==> src/rtl/qsys_serial_arbiter.sv <==
// Round-robin arbiter sharing one serial device slave among four Avalon-MM requesters.
// One transaction in flight at a time; reads are guarded by a timeout that returns 32'hDEADBEEF.
module qsys_serial_arbiter #(
  parameter int RD_TIMEOUT = 255
) (
  input  logic         csi_MCLK_clk,
  input  logic         rsi_MRST_reset_n,
  input  logic [3:0]   avs_req_write,
  input  logic [3:0]   avs_req_read,
  input  logic [31:0]  avs_req_address,
  input  logic [127:0] avs_req_writedata,
  output logic [3:0]   avs_req_waitrequest,
  output logic [31:0]  avs_req_readdata,
  output logic [3:0]   avs_req_readdatavalid,
  output logic [7:0]   avm_ser_address,
  output logic [31:0]  avm_ser_writedata,
  output logic         avm_ser_write,
  output logic         avm_ser_read,
  input  logic         avm_ser_waitrequest,
  input  logic [31:0]  avm_ser_readdata,
  input  logic         avm_ser_readdatavalid,
  output logic         err_timeout,
  input  logic         err_clear
);

  typedef enum logic [1:0] {IDLE, ISSUE, WAIT_RD, RESP} state_t;

  state_t      state_reg;
  logic [1:0]  gnt_reg;
  logic [1:0]  last_gnt_reg;
  logic [15:0] cnt_reg;

  logic [3:0]  pending;
  logic [7:0]  addr_slice  [4];
  logic [31:0] wdata_slice [4];
  logic        sel_valid;
  logic [1:0]  sel_idx;
  logic [1:0]  cand;
  logic [16:0] cnt_inc;
  logic        timeout_hit;

  genvar gi;
  generate
    for (gi = 0; gi < 4; gi++) begin : g_req
      assign pending[gi]     = avs_req_write[gi] | avs_req_read[gi];
      assign addr_slice[gi]  = avs_req_address[8*gi +: 8];
      assign wdata_slice[gi] = avs_req_writedata[32*gi +: 32];
      assign avs_req_waitrequest[gi] =
        !((state_reg == ISSUE) && (gnt_reg == 2'(gi)) && !avm_ser_waitrequest);
    end
  endgenerate

  // Scan from last_gnt+4 down to last_gnt+1 so the nearest pending requester is kept.
  always_comb begin
    sel_valid = 1'b0;
    sel_idx   = last_gnt_reg;
    cand      = last_gnt_reg;
    for (int k = 4; k >= 1; k--) begin
      cand = last_gnt_reg + 2'(k);
      if (pending[cand]) begin
        sel_valid = 1'b1;
        sel_idx   = cand;
      end
    end
  end

  assign cnt_inc     = {1'b0, cnt_reg} + 17'd1;
  assign timeout_hit = (cnt_inc == 17'(RD_TIMEOUT));

  always_ff @(posedge csi_MCLK_clk or negedge rsi_MRST_reset_n) begin
    if (!rsi_MRST_reset_n) begin
      state_reg             <= IDLE;
      gnt_reg               <= 2'd0;
      last_gnt_reg          <= 2'd3;
      cnt_reg               <= 16'd0;
      avm_ser_write         <= 1'b0;
      avm_ser_read          <= 1'b0;
      avm_ser_address       <= 8'd0;
      avm_ser_writedata     <= 32'd0;
      avs_req_readdata      <= 32'd0;
      avs_req_readdatavalid <= 4'd0;
      err_timeout           <= 1'b0;
    end else begin
      // A timeout assignment later in this block overrides the clear.
      if (err_clear) err_timeout <= 1'b0;
      case (state_reg)
        IDLE: begin
          if (sel_valid) begin
            gnt_reg           <= sel_idx;
            last_gnt_reg      <= sel_idx;
            avm_ser_address   <= addr_slice[sel_idx];
            avm_ser_writedata <= wdata_slice[sel_idx];
            avm_ser_write     <= avs_req_write[sel_idx];
            avm_ser_read      <= !avs_req_write[sel_idx];
            state_reg         <= ISSUE;
          end
        end
        ISSUE: begin
          if (!avm_ser_waitrequest) begin
            avm_ser_write <= 1'b0;
            avm_ser_read  <= 1'b0;
            cnt_reg       <= 16'd0;
            state_reg     <= avm_ser_write ? IDLE : WAIT_RD;
          end
        end
        WAIT_RD: begin
          if (avm_ser_readdatavalid) begin
            avs_req_readdata      <= avm_ser_readdata;
            avs_req_readdatavalid <= 4'b0001 << gnt_reg;
            state_reg             <= RESP;
          end else if (timeout_hit) begin
            avs_req_readdata      <= 32'hDEADBEEF;
            avs_req_readdatavalid <= 4'b0001 << gnt_reg;
            err_timeout           <= 1'b1;
            state_reg             <= RESP;
          end else begin
            cnt_reg <= cnt_inc[15:0];
          end
        end
        RESP: begin
          avs_req_readdatavalid <= 4'd0;
          state_reg             <= IDLE;
        end
        default: state_reg <= IDLE;
      endcase
    end
  end

endmodule

==> config.mk <==
export PLATFORM = sky130hd
export DESIGN_NAME = qsys_serial_arbiter
export DESIGN_NICKNAME = d
export VERILOG_FILES = /design/src/rtl/qsys_serial_arbiter.sv
export SDC_FILE = /design/constraint.sdc
export NUM_CORES = 1
export LEC_CHECK = 0
export ABC_AREA = 0
export CELL_PAD_IN_SITES_DETAIL_PLACEMENT = 1
export CELL_PAD_IN_SITES_GLOBAL_PLACEMENT = 2
export CORE_ASPECT_RATIO = 1.5
export CORE_MARGIN = 2
export CORE_UTILIZATION = 23
export DETAILED_ROUTE_END_ITERATION = 16
export GPL_ROUTABILITY_DRIVEN = 0
export PLACE_DENSITY = 0.87
export SYNTH_ARGS = -nofsm -noshare
export SYNTH_HDL_FRONTEND = slang
export SYNTH_SLANG_ARGS = --single-unit
==> constraint.sdc <==
create_clock -name csi_MCLK_clk -period 2.65 [get_ports csi_MCLK_clk]
set_input_delay 0.53 -clock csi_MCLK_clk [delete_from_list [all_inputs] [get_ports csi_MCLK_clk]]
set_output_delay 0.53 -clock csi_MCLK_clk [all_outputs]
set_load 0.01 [all_outputs]
==> results of run 1 <==
## how the worst max path moves through the flow
stage                                       from                                 to
after detailed placement        avs_req_write[1]  avm_ser_writedata[26]$_DFFE_PN0P_
after global routing      cnt_reg[2]$_DFFE_PN0P_            cnt_reg[10]$_DFFE_PN0P_
after floorplan           cnt_reg[0]$_DFFE_PN0P_            cnt_reg[13]$_DFFE_PN0P_
final                        avm_ser_waitrequest             avs_req_waitrequest[2]
after CTS                    avm_ser_waitrequest             avs_req_waitrequest[0]
after global placement          avs_req_write[1]   avm_ser_writedata[4]$_DFFE_PN0P_
## power by group
| part | switching [mW] | internal (mW) | leakage (nW) | total [mW] |
|---|---|---|---|---|
| combinational | 2.28 | 2.97 | 2.67 | 5.25 |
| sequential | 0.441 | 2.21 | 1.24 | 2.65 |
| clock | 0.645 | 0.650 | 0.141 | 1.30 |
| total | 3.36 | 5.83 | 4.06 | 9.20 |
## kinds of logic (layout without fill, tap and decap cells)
family                     after synthesis  count (layout)  synth area share (%)
AOI/OAI and AO/OA                      124             124                  14.9
DFF                                    101             101                  44.4
buffers and inverters                   56             367                  4.74
adders and majority gates                2               2                 0.439
muxes                                  127             127                  23.2
and+or+nand+nor                        133             133                  11.6
xor gates and xnor gates                 5               5                 0.768
## through the flow
stage          utilization [%]  cell area [µm²]  cells
6_report                  39.1             9530   1183
5_1_grt                   39.1             9530   1183
4_1_cts                   39.0             9490   1179
3_5_place_dp              37.8             9210   1162
3_3_place_gp              37.8             9210   1162
2_1_floorplan                -             5700    548
## cell type report
type	count	area (µm²)	area share [%]
timing repair buffer	337	3340	35.1
sequential	101	2530	26.6
clock inverter	7	53.8	0.565
tap	324	405	4.25
clock buffer	9	225	2.36
inverter	14	52.6	0.552
multi-input combinational	391	2920	30.6
## what timing repair did
item / in CTS / in global routing
hold buffers: 1 / 0
gates resized for setup: 4 / 2
setup buffers: 0 / 4
endpoints found under the hold margin: 2 / 0
endpoints found under the setup margin: 4 / 17
## Yosys cell counts, types with 8 or more instances
library cell  instances
mux2_2               42
dfrtp_1              99
inv_1                14
o22a_1               24
nand3_1               9
clkbuf_1             23
nor2_1               23
nand2_1              53
a22o_1                8
nand2b_1              9
buf_2                 8
o21ai_0              58
mux2i_1              85
## metal layers
layer / track usage, % / share of wire [%] / vias up
met3: 4.66 / 6.7 / 29
met5: 0 / 0 / -
met4: 5.66 / 2.5 / 0
met2: 30.4 / 55 / 196
met1: 16.3 / 36 / 2621
li1: - / - / 2593
## tightest hold or removal path: cells and delay by family, from the launching register on
family             cells  cell delay [ns]
DFF                    1             0.34
AOI/OAI and AO/OA      1             0.06
and+or+nand+nor        1             0.05
==> results.py, run 1 <==
metrics = {
    "logic_synthesis": {
        "syn_nets": 755,
        "synth_cell_types": 48,
        "ys_ff_latch": 101,
        "synth_area_leaders": "dfrtp_1 (43%), mux2i_1 (15%), mux2_2 (8.3%)",
        "ys_warn_count": 0,
        "avgSynthCellArea_um2": 10.4,
        "synthCells": 548,
        "syn_area_um2": 5700,
        "synth_top_area_share_pct": 43.5,
        "synth_largest_area_cell": "dfrtp_1",
        "ys_seq_area_share_pct": 44.4,
        "synthArstFlopShare_pct": 100,
        "synthFlopType": "dfrtp_1",
        "synth_edf_count": 0,
    },
    "die": {
        "ios": 288,
        "core-area_um2": 24300,
        "rows": 70,
        "dieArea_um2": 26100,
        "fp.dieH_um": 197,
        "start_util_pct": 23.4,
        "die_w_um": 133,
    },
    "hold_path": {
        "worstHoldEndpoint": "avm_ser_writedata[19]$_DFFE_PN0P_",
        "hp-start": "avm_ser_writedata[19]$_DFFE_PN0P_",
        "hold_depth": 2,
        "hold_path.class": "reg2reg",
    },
    "worst_setup_path": {
        "path_class": "in2out",
        "cp.depth": 5,
        "crit_buf_inv": 2,
        "slowest_delay_ns": 0.44,
        "reg2reg_slack_ns": 0.15,
        "reg2reg_from": "cnt_reg[2]$_DFFE_PN0P_",
        "crit_required_ns": 2.12,
        "crit_chain": "clkdlybuf4s50_1 > nand2b_1 > or2_4 > or3_1 > dlygate4sd2_1",
        "critical_path.top_delay_family": "simple AND/OR/NAND/NOR gates",
        "slowest_stage": "clkdlybuf4s50_1",
        "reg2reg_depth": 6,
        "startpoint_type": "input pin",
        "end_kind": "output port",
        "rr_endpoint": "cnt_reg[13]$_DFFE_PN0P_",
        "worstPathArrival_ns": 2.02,
        "crit_fanout": 3,
    },
    "cells_and_area": {
        "final_cell_mix": "clkdlybuf4s50_1 (282), dfrtp_1 (99), mux2i_1 (85), o21ai_0 (58), nand2_1 (53)",
        "diodes": 0,
        "syn_to_final_growth_pct": 67.1,
        "fin_nets": 1061,
        "drive_gt1_share_pct": 14.7,
        "final_common_cell": "clkdlybuf4s50_1",
        "filler_cell_count": 2816,
    },
    "sta": {
        "setup_tns_ns": 0,
        "layout_min_cycle_time_ns": 2.55,
        "slew_viol_final": 0,
        "period_share_pct": 96.2,
        "skew_ns": 0.00663,
        "worstMarginPinSlew_ns": 0.819,
        "fmax_mhz": 392,
        "worst_slack_ns": 0.102,
        "relSlewSlack_pct": 45.0,
        "hold_violations": 0,
        "finalSetupViolations": 0,
        "rsz0062_at_grt": "no",
        "worst_hold_slack_ns": 0.482,
    },
    "power_and_ir_drop": {
        "p_leak_nw": 4.06,
        "cellPowerDensity_nw_per_um2": 965,
        "power.total_mw": 9.20,
        "ir_drop_mv": 0.425,
    },
    "clocking": {
        "clkTransAtPathRegs_ns": 0.07,
        "cts_tree": "done",
        "clk_latency_ns": 0.36,
        "h-tree-depth": 3,
        "tritoncts.num_buffers": 9,
        "cts_buffer_depth": 2,
        "cts_sinks": 101,
        "cts_root_buffer": "clkbuf_16",
    },
    "grt": {
        "antenna_found_initial": 0,
        "grt_usage_pct": 15.9,
        "grt_max_degree": 81,
        "grt_pass1_wl_mm": 32.5,
        "overflow": 0,
        "grt_pass1_vias": 6007,
    },
    "route": {
        "vias_per_cell": 4.60,
        "drc": 0,
        "vias": 5439,
        "route.detailed.wl_per_inst_um": 17.2,
        "drt_wl_total_mm": 20.4,
        "first_pass_iters": 4,
        "drt_iter0_markers": 155,
        "final_antenna_net_count": 0,
    },
    "place": {
        "place_ws_ns": -0.246,
        "port_buffers": 287,
        "dp_hpwl_mm": 16.2,
    },
    "flow_run": {
        "maxCapViolCount": 0,
    },
    "outcome": {
        "outcome": "finished clean",
    },
}
(Power assumes the default switching activity.)
==> inputs of run 2 (changes only) <==
- SETUP_SLACK_MARGIN: not set -> 0.15
- SKIP_LAST_GASP: not set -> 1
==> results.py, run 2 (same netlist as run 1, synthesis figures left out) <==
metrics = {
    "outcome": {
        "outcome": "finished clean",
    },
    "hold_path": {
        "worstHoldEndpoint": "avm_ser_writedata[19]$_DFFE_PN0P_",
        "hp-start": "avm_ser_writedata[19]$_DFFE_PN0P_",
        "hold_depth": 2,
        "hold_path.class": "reg2reg",
    },
    "power_and_ir_drop": {
        "power.total_mw": 9.27,
        "cellPowerDensity_nw_per_um2": 960,
        "ir_drop_mv": 0.408,
        "p_leak_nw": 4.14,
    },
    "worst_setup_path": {
        "rr_endpoint": "cnt_reg[15]$_DFFE_PN0P_",
        "crit_required_ns": 2.91,
        "reg2reg_slack_ns": 0.25,
        "end_kind": "flip-flop",
        "path_class": "in2reg",
        "crit_fanout": 21,
        "worstPathArrival_ns": 2.67,
        "startpoint_type": "input pin",
        "reg2reg_depth": 9,
        "reg2reg_from": "cnt_reg[0]$_DFFE_PN0P_",
    },
    "route": {
        "met3_length_mm": 1.41,
        "drt_wl_total_mm": 20.8,
        "top_layer_used": "met4",
        "final_antenna_net_count": 0,
        "drt_iter0_markers": 160,
        "vias": 5465,
        "vias_per_cell": 4.59,
        "wl_met2_mm": 11.5,
        "route.detailed.wl_per_inst_um": 17.4,
        "met1Wirelength_mm": 7.33,
        "first_pass_iters": 4,
        "drc": 0,
    },
    "die": {
        "fp.dieH_um": 197,
        "start_util_pct": 23.4,
        "dieArea_um2": 26100,
        "rows": 70,
        "ios": 288,
        "core-area_um2": 24300,
        "die_w_um": 133,
    },
    "sta": {
        "skew_ns": 0.00702,
        "relSlewSlack_pct": 45.0,
        "setup_tns_ns": 0,
        "worst_hold_slack_ns": 0.482,
        "worstMarginPinSlew_ns": 0.819,
        "rsz0062_at_grt": "yes",
        "hold_violations": 0,
        "fmax_mhz": 414,
        "finalSetupViolations": 0,
        "period_share_pct": 91.1,
        "layout_min_cycle_time_ns": 2.42,
        "slew_viol_final": 0,
    },
    "place": {
        "placed_cell_area_um2": 9210,
        "dp_hpwl_mm": 16.2,
        "port_buffers": 287,
    },
    "clocking": {
        "h-tree-depth": 3,
        "cts_root_buffer": "clkbuf_16",
        "cts_tree": "done",
        "tritoncts.num_buffers": 9,
        "cts_sinks": 101,
        "cts_buffer_depth": 2,
        "clkTransAtPathRegs_ns": 0.07,
        "clk_latency_ns": 0.35,
    },
    "flow_run": {
        "maxCapViolCount": 0,
    },
    "cells_and_area": {
        "final_common_cell": "clkdlybuf4s50_1",
        "filler_cell_count": 2806,
        "final_cell_mix": "clkdlybuf4s50_1 (280), dfrtp_1 (96), mux2i_1 (83), o21ai_0 (57), nand2_1 (53)",
        "syn_to_final_growth_pct": 69.4,
        "diodes": 0,
        "fin_nets": 1069,
        "final_cell_area_um2": 9660,
        "drive_gt1_share_pct": 16.7,
    },
    "grt": {
        "grt_pass1_vias": 6013,
        "antenna_found_initial": 0,
        "grt_pass1_wl_mm": 32.5,
        "grt_usage_pct": 15.9,
        "grt_max_degree": 81,
        "overflow": 0,
    },
}
[run 2: report_power, final]
| part | internal [mW] | switching [mW] |
|---|---|---|
| clock network | 0.651 | 0.648 |
| logic | 3.01 | 2.30 |
| registers | 2.21 | 0.454 |
| total | 5.87 | 3.40 |
[run 2: worst max path at each step]
stage | startpoint | end | slack, ns
finish | avs_req_write[3] | avm_ser_writedata[3]$_DFFE_PN0P_ | 0.23
global route | cnt_reg[1]$_DFFE_PN0P_ | avs_req_readdatavalid[1]$_DFFE_PN0P_ | 0.12
CTS | avm_ser_waitrequest | avs_req_waitrequest[0] | 0.04
detailed placement | avs_req_write[1] | avm_ser_writedata[26]$_DFFE_PN0P_ | -0.25
global placement | avs_req_write[1] | avm_ser_writedata[4]$_DFFE_PN0P_ | -0.20
floorplan | cnt_reg[0]$_DFFE_PN0P_ | cnt_reg[13]$_DFFE_PN0P_ | 0.19
[run 2: metrics by stage]
stage	utilization, %	setup WS, ns	std cells
3_5_place_dp	37.8	-0.246	1162
5_1_grt	39.7	0.120	1191
4_1_cts	39.0	0.0398	1179
3_3_place_gp	37.8	-0.196	1162
6_report	39.7	0.235	1191
2_1_floorplan	-	0.194	548
[run 2: cell type report]
type                       instances  area [µm²]  share of cell area [%]
sequential                       101        2530                    26.2
tap                              324         405                    4.20
inverter                          14        52.6                   0.544
multi-input combinational        391        2970                    30.8
clock buffer                       9         225                    2.33
clock inverter                     7        53.8                   0.557
timing repair buffer             345        3410                    35.4
[run 2: critical path, cell delays in order]
cell and delay [ns]:
clkdlybuf4s50_1 0.44, or2_2 0.30, a222oi_1 0.31, buf_4 0.18, buf_4 0.15, buf_12 0.19
mux2i_1 0.10, mux2_2 0.26, o21ai_0 0.18
[run 2: repair_timing]
action	CTS	global route
buffers inserted	0	10
setup endpoints to repair	23	65
resized for setup	8	20
cloned	0	2
hold endpoints to repair	2	0
pin swaps	1	7
hold buffers	1	0
[run 2: per-layer routing]
metal | vias to the layer above | global-route usage, %
met1 | 2628 | 16.2
met3 | 27 | 4.66
met5 | - | 0
met2 | 202 | 30.5
li1 | 2608 | -
met4 | 0 | 5.66
